==> src/rtl/vga_frame_monitor.sv <==
// Receive-side VGA checker: measures line/frame geometry against nominal timing, counts frames,
// flags sticky errors and runs a lock FSM. Define VGA_MON_CSUM_EN to enable the frame content signature.
module vga_frame_monitor #(
  parameter int H_TOTAL  = 800,
  parameter int H_ACTIVE = 640,
  parameter int V_TOTAL  = 525,
  parameter int V_ACTIVE = 480,
  parameter int TIMEOUT  = 64
) (
  input  logic        clock_50,
  input  logic        reset,
  input  logic        vga_clk,
  input  logic        vga_hs,
  input  logic        vga_vs,
  input  logic        vga_blank,
  input  logic [7:0]  vga_r,
  input  logic [7:0]  vga_g,
  input  logic [7:0]  vga_b,
  input  logic        clear_err,
  output logic [1:0]  state,
  output logic        locked,
  output logic [11:0] h_total_meas,
  output logic [11:0] v_total_meas,
  output logic [15:0] frame_count,
  output logic        frame_done,
  output logic [3:0]  err,
  output logic [23:0] frame_csum
);

  localparam int SW = $clog2(TIMEOUT + 1);
  localparam logic [11:0] H_TOT = 12'(H_TOTAL);
  localparam logic [11:0] H_ACT = 12'(H_ACTIVE);
  localparam logic [11:0] V_TOT = 12'(V_TOTAL);
  localparam logic [11:0] V_ACT = 12'(V_ACTIVE);
  localparam logic [SW-1:0] STALL_MAX = SW'(TIMEOUT);
  localparam logic [SW-1:0] STALL_HIT = SW'(TIMEOUT - 1);

  typedef enum logic [1:0] {
    IDLE   = 2'd0,
    ALIGN  = 2'd1,
    LOCKED = 2'd2,
    FAULT  = 2'd3
  } state_t;

  state_t        st;
  logic          vga_clk_q;
  logic          hs_q;
  logic          vs_q;
  logic          h_seen;
  logic [11:0]   pix_cnt;
  logic [11:0]   act_cnt;
  logic [11:0]   line_cnt;
  logic [11:0]   vis_cnt;
  logic [SW-1:0] stall_cnt;

  logic          pix_stb;
  logic          hs_fall;
  logic          vs_fall;
  logic          checking;
  logic          line_chk;
  logic          line_vis;
  logic          timeout_hit;
  logic [11:0]   lines_now;
  logic [11:0]   vis_now;
  logic [3:0]    new_err;

  assign pix_stb  = vga_clk & ~vga_clk_q;
  assign hs_fall  = pix_stb & hs_q & ~vga_hs;
  assign vs_fall  = pix_stb & vs_q & ~vga_vs;
  assign checking = (st == ALIGN) || (st == LOCKED);
  // h_seen keeps the first partial line after reset out of the line checks
  assign line_chk = hs_fall & checking & h_seen;
  assign line_vis = (act_cnt != 12'd0);

  // A line closed on the same strobe as the frame still belongs to the closing frame
  assign lines_now = line_cnt + {11'd0, hs_fall};
  assign vis_now   = vis_cnt + {11'd0, hs_fall & line_vis};

  assign timeout_hit = ~pix_stb & (st != IDLE) & (stall_cnt == STALL_HIT);

  assign new_err[0] = line_chk & (pix_cnt != H_TOT);
  assign new_err[1] = line_chk & line_vis & (act_cnt != H_ACT);
  assign new_err[2] = vs_fall & checking & ((lines_now != V_TOT) || (vis_now != V_ACT));
  assign new_err[3] = timeout_hit;

  assign state = st;

  // Pixel-strobe front end and line/frame geometry counters
  always_ff @(posedge clock_50 or posedge reset) begin
    if (reset) begin
      vga_clk_q    <= 1'b0;
      hs_q         <= 1'b0;
      vs_q         <= 1'b0;
      h_seen       <= 1'b0;
      pix_cnt      <= 12'd0;
      act_cnt      <= 12'd0;
      line_cnt     <= 12'd0;
      vis_cnt      <= 12'd0;
      stall_cnt    <= {SW{1'b0}};
      h_total_meas <= 12'd0;
      v_total_meas <= 12'd0;
    end else begin
      vga_clk_q <= vga_clk;
      stall_cnt <= pix_stb ? {SW{1'b0}} :
                   (stall_cnt == STALL_MAX) ? stall_cnt : stall_cnt + SW'(1);
      if (pix_stb) begin
        hs_q <= vga_hs;
        vs_q <= vga_vs;
        if (hs_fall) begin
          h_total_meas <= pix_cnt;
          pix_cnt      <= 12'd1;
          act_cnt      <= {11'd0, vga_blank};
          h_seen       <= 1'b1;
          line_cnt     <= line_cnt + 12'd1;
          vis_cnt      <= vis_cnt + {11'd0, line_vis};
        end else begin
          pix_cnt <= (pix_cnt == 12'hFFF) ? pix_cnt : pix_cnt + 12'd1;
          act_cnt <= (vga_blank && act_cnt != 12'hFFF) ? act_cnt + 12'd1 : act_cnt;
        end
        if (vs_fall) begin
          v_total_meas <= lines_now;
          line_cnt     <= 12'd0;
          vis_cnt      <= 12'd0;
        end
      end
    end
  end

  // Lock FSM, sticky error flags and frame counting; a new error beats clear_err
  always_ff @(posedge clock_50 or posedge reset) begin
    if (reset) begin
      st          <= IDLE;
      locked      <= 1'b0;
      err         <= 4'd0;
      frame_done  <= 1'b0;
      frame_count <= 16'd0;
    end else begin
      err        <= (clear_err ? 4'd0 : err) | new_err;
      frame_done <= vs_fall & (st != IDLE);
      if (vs_fall && st != IDLE) begin
        frame_count <= frame_count + 16'd1;
      end
      case (st)
        IDLE: begin
          locked <= 1'b0;
          if (vs_fall) begin
            st <= ALIGN;
          end
        end
        ALIGN: begin
          if (new_err != 4'd0) begin
            st     <= FAULT;
            locked <= 1'b0;
          end else if (vs_fall) begin
            st     <= LOCKED;
            locked <= 1'b1;
          end
        end
        LOCKED: begin
          if (new_err != 4'd0) begin
            st     <= FAULT;
            locked <= 1'b0;
          end
        end
        FAULT: begin
          locked <= 1'b0;
          if (clear_err && new_err == 4'd0) begin
            st <= IDLE;
          end
        end
        default: begin
          st     <= IDLE;
          locked <= 1'b0;
        end
      endcase
    end
  end

`ifdef VGA_MON_CSUM_EN
  logic [23:0] csum;

  // Rotate-and-XOR signature over visible pixels, latched at each frame boundary
  always_ff @(posedge clock_50 or posedge reset) begin
    if (reset) begin
      csum       <= 24'd0;
      frame_csum <= 24'd0;
    end else if (vs_fall) begin
      frame_csum <= csum;
      csum       <= 24'd0;
    end else if (pix_stb && vga_blank) begin
      csum <= {csum[22:0], csum[23]} ^ {vga_r, vga_g, vga_b};
    end
  end
`else
  logic unused_rgb;
  assign unused_rgb = ^{vga_r, vga_g, vga_b};
  assign frame_csum = 24'd0;
`endif

endmodule

==> config.mk <==
export PLATFORM = sky130hd
export DESIGN_NAME = vga_frame_monitor
export DESIGN_NICKNAME = d
export VERILOG_FILES = /design/src/rtl/vga_frame_monitor.sv
export SDC_FILE = /design/constraint.sdc
export NUM_CORES = 1
export LEC_CHECK = 0
export CORE_UTILIZATION = 53
export DETAILED_ROUTE_END_ITERATION = 16
export PLACE_DENSITY_LB_ADDON = 0.3
export SETUP_SLACK_MARGIN = 0.1
export SYNTH_ARGS = -nofsm -noshare
export SYNTH_HDL_FRONTEND = slang
export SYNTH_SLANG_ARGS = --single-unit
==> constraint.sdc <==
create_clock -name clock_50 -period 5.11 [get_ports clock_50]
set_input_delay 0.511 -clock clock_50 [delete_from_list [all_inputs] [get_ports clock_50]]
set_output_delay 0.511 -clock clock_50 [all_outputs]
set_load 0.02 [all_outputs]
==> results <==
- The kind of start point of the critical path is a register.
- In this run the worst hold path is classified as reg2reg.
- The proportion of total power due to net switching is 33.7%.
- The count of hold buffers inserted by post-cts repair is 0.
- The flop and latch count out of synthesis is 107.
- The reg-to-reg setup timing slack is 1.08 ns.
- The number of antenna violations at the first check in global routing is 0.
- Together, buffers and inverters on the worst path number 0.
- In this run the horizontal extent of the chip is 104 µm.
- The y dimension of the die is 104 µm.
- Across the run, the number of max-cap violations was 0.
- The longest clock path from root to sink contains 2 buffers.
- The net total in the final layout is 683.
- The CTS root buffer is sky130_fd_sc_hd__clkbuf_8.
- The fraction of registers with async set or reset after synthesis is 100%.
- Buffers placed on the I/O ports in this run total 54.
- Data on the critical path is required at its endpoint by 5.37 ns.
- Combinational logic is responsible for 26.4% of the overall power.
- After clock tree synthesis, the clock-pin slew on the worst setup and hold paths is 0.10 ns.
- For this run, global-route usage on met1 was measured as 26.7%.
- The wire length of the first global-routing pass is 18300 µm.
- The number of antenna repair diodes is 0.
- For the final database, setup skew stands at 0.0127 ns.
- The analysis attributes to net switching a power of 0.730 mW.
- The critical path goes through nor4_1 -> nand4_1 -> or3_1 -> and2_1 -> ha_1 -> ha_1 -> or4b_1 -> nor4_2 -> nand4_1 -> o31ai_4 -> a31oi_1 -> a211oi_1 -> mux2_1.
- The first detailed-routing pass took 4 iterations.
- The number of different library cells in the post-synthesis netlist is 55.
- Sequential cells account for 50.6% of the total power.
- After detailed routing, the average wire length per cell comes to 13.7 µm.
- The largest stage delay on the critical path is 0.49 ns.
- After the first detailed-routing iteration, the DRC count stood at 147.
- The worst hold path passes through 2 cells.
- The source-to-sink clock delay at the later pin of the worst-skew pair is 0.37 ns.
- The slew of the pin with the lowest slew margin is 0.922 ns.
- Once the floorplan was initialized, standard cells occupied 54.3% of the core.
- The minimum period implied by the final worst setup slack is 4.03 ns.
- The total standard cell area after synthesis is 0.00556 mm².
- Across the VDD grid, the largest voltage drop is 0.226 mV.
- The number of synthesized flops with an enable pin is 0.
- The number of buffers added by the clock tree synthesis step is 9.
- The endpoint kind of the worst setup timing path is a register.
- The worst reg2reg path depth is 13.
- The post-synthesis cell count is 586.
- The count of final hold-check violations is 0.
- Hold is met by 0.482 ns.
- The floorplan die area is 0.0109 mm².
- The relative slew slack is 38.6%.
- The count of H-tree levels built during CTS is 3.
- The buffer count from post-CTS setup fixing is 0.
- At the worst endpoint, the arrival time is 4.29 ns.
- For this run, design rule violations remaining after detail routing come to 0.
- The number of instances resized during post-cts repair is 0.
- The endpoint of the worst-slack reg-to-reg timing path is state[1].
- The busiest layer in global routing is met2.
- Setup repair after global routing left no endpoint under its margin.
- The family with the most delay on the worst path is simple AND/OR/NAND/NOR gates.
- For this design the top-level I/O count stands at 103.
- For this run, the number of standard cells in the final layout without fillers is 774.
- After synthesis, the most frequently instantiated cells are sky130_fd_sc_hd__dfrtp_1, sky130_fd_sc_hd__nand2_1, sky130_fd_sc_hd__nor2_1.
- Sequential cells were found to cover 48.2% of the synthesized design area.
- The run finished with clean final reports.
- Global routing used 20.8% of the available tracks.
- The final routed wirelength across all metal layers is 10600 µm.
- The pin count of the biggest net entering global routing is 77.
- Clock tree synthesis found a total of 107 sinks.
- The hold path startpoint is h_total_meas[3].
- For this design the ratio of total power to cell area is 343 mW/mm².
- Overall power consumption after layout is estimated at 2.17 mW.
- The met2 capacity usage during global routing is 34.7%.
- The area growth from synthesis to layout is 13.6%.
- Yosys instantiated no cell more often than sky130_fd_sc_hd__dfrtp_1.
- The worst hold path terminates at h_total_meas[3].
- The maximum fanout along the worst path is 6.
- The total area inside the core boundary comes to 0.0102 mm².
- The number of placement rows is 37.
- The standard cell area after detailed placement is 0.00612 mm².
- The static leakage power is 2.88 nW.
- The count of final max-slew check failures is 0.
- The setup total negative slack is 0 ns.
- The number of global-route vias before repair is 3989.
- For this run, the leading register cell type out of synthesis is sky130_fd_sc_hd__dfrtp_1.
- The remaining global-route overflow is 0.
- The worst-path cell with the longest stage delay is sky130_fd_sc_hd__or4b_1.
- The number of warnings reported in the yosys synthesis log is 0.
- Dividing the synthesized area by the synthesized cell count gives 9.48 µm².
- The final clock period utilization by the worst path is 78.8%.
- The post-route cell area is 0.00631 mm².
- In the final layout, the share of cells above drive strength 1 is 5.49%.
- The worst register-to-register path begins at act_cnt[4].
- The share of synthesized area in the top cell type comes to 48.2%.
- The internal power of the cells totals 1.44 mW.
- The last weighted congestion value of the routability-driven placer is 0.859.
- The worst setup path category is reg2reg.
- The number of placed cells counting well taps is 758.
- The highest achievable clock rate is 248 MHz.
- The number of vias after detailed routing is 4113.
- The met3 layer usage reported by global route is 3.38%.
- The detailed placer's ending HPWL is 7370 µm.
- sky130_fd_sc_hd__dfrtp_1 takes more of the synthesized area than any other cell.
- The final number of setup-violating endpoints is 0.
- Dividing the detail-routed via count by the number of cells gives 5.31.
- By area the synthesized netlist is led by sky130_fd_sc_hd__dfrtp_1, sky130_fd_sc_hd__xor2_1, sky130_fd_sc_hd__nand2_1.
- The clock network burns 23.0% of the power.
- TritonCTS built the clock tree.
- In this run the remaining antenna-violating nets after routing total 0.
==> cells by family after synthesis <==
| kind of cell | after synthesis | synth area share [%] |
|---|---|---|
| other | 1 | 0.0675 |
| xor gates and xnor gates | 66 | 10.4 |
| buffers and inverters | 68 | 6.40 |
| AOI/OAI and AO/OA | 61 | 6.73 |
| adders and majority gates | 19 | 4.28 |
| and+or+nand+nor | 256 | 22.4 |
| muxes | 8 | 1.55 |
| DFF | 107 | 48.2 |
==> cell type report <==
| cell class | count | area, µm² |
|---|---|---|
| fillers | 864 | 3920 |
| flip-flops and latches | 107 | 2680 |
| multi-input cells | 434 | 2610 |
| repair buffers | 59 | 578 |
| well taps | 136 | 170 |
| clock buffers | 13 | 169 |
| inverters | 22 | 85.1 |
| clock inverters | 3 | 21.3 |
==> cell usage in the layout (no fill, tap or decap), drive strengths merged, types with 3 or more instances in the layout <==
cell	count
nand3	36
nand2	83
and3	10
clkbuf	13
conb	24
o21ai	26
xnor2	30
mux2	5
nor3	6
buf	5
or3	8
xor2	36
ha	19
and4	4
nand4	19
a21oi	20
nor2	65
nand3b	4
mux2i	3
inv	22
dfrtp	107
nor4	7
clkdlybuf4s50	54
==> per-layer routing <==
layer	share of wire, %	up-vias
li1	-	2023
met1	46	2000
met2	50	76
met3	2.9	14
met4	1.6	0
met5	0	-
==> worst max path at each step <==
stage,startpoint,to,depth (start not counted)
6_report,act_cnt[4],state[1],13
4_1_cts,act_cnt[4],state[1],13
3_5_place_dp,vga_clk,state[1],15
3_3_place_gp,vga_clk,state[1],15
2_1_floorplan,vga_clk,state[1],14
5_1_grt,vga_clk,state[1],15
==> through the flow <==
step | worst slack, ns | utilization [%]
after detailed placement | 0.679 | 59.8
final | 1.08 | 61.7
after global placement | 0.730 | 59.8
after floorplan | 1.33 | -
after CTS | 1.08 | 61.7
after global routing | 0.822 | 61.7
==> tightest hold or removal path: cells and delay by family (launching register included) <==
| kind | cells | cell delay, ns |
|---|---|---|
| DFF | 1 | 0.35 |
| and+or+nand+nor | 2 | 0.11 |
==> state kept, by name, indices dropped and copies added (netlist names), 2 cells and up <==
register      flops
h_total_meas     12
line_cnt         12
err               4
vis_cnt          12
frame_count      16
state             2
act_cnt          12
v_total_meas     12
pix_cnt          12
stall_cnt         7
==> power groups by stage <==
stage / combinational (mW) / clock [mW] / sequential, mW
2_1_floorplan: 0.347 / 0 / 1.14
3_3_place_gp: 0.556 / 0 / 1.10
3_5_place_dp: 0.575 / 0 / 1.11
4_1_cts: 0.578 / 0.514 / 1.10
5_1_grt: 0.643 / 0.540 / 1.12
6_report: 0.571 / 0.499 / 1.10
Power figures use the tool's default switching activity.
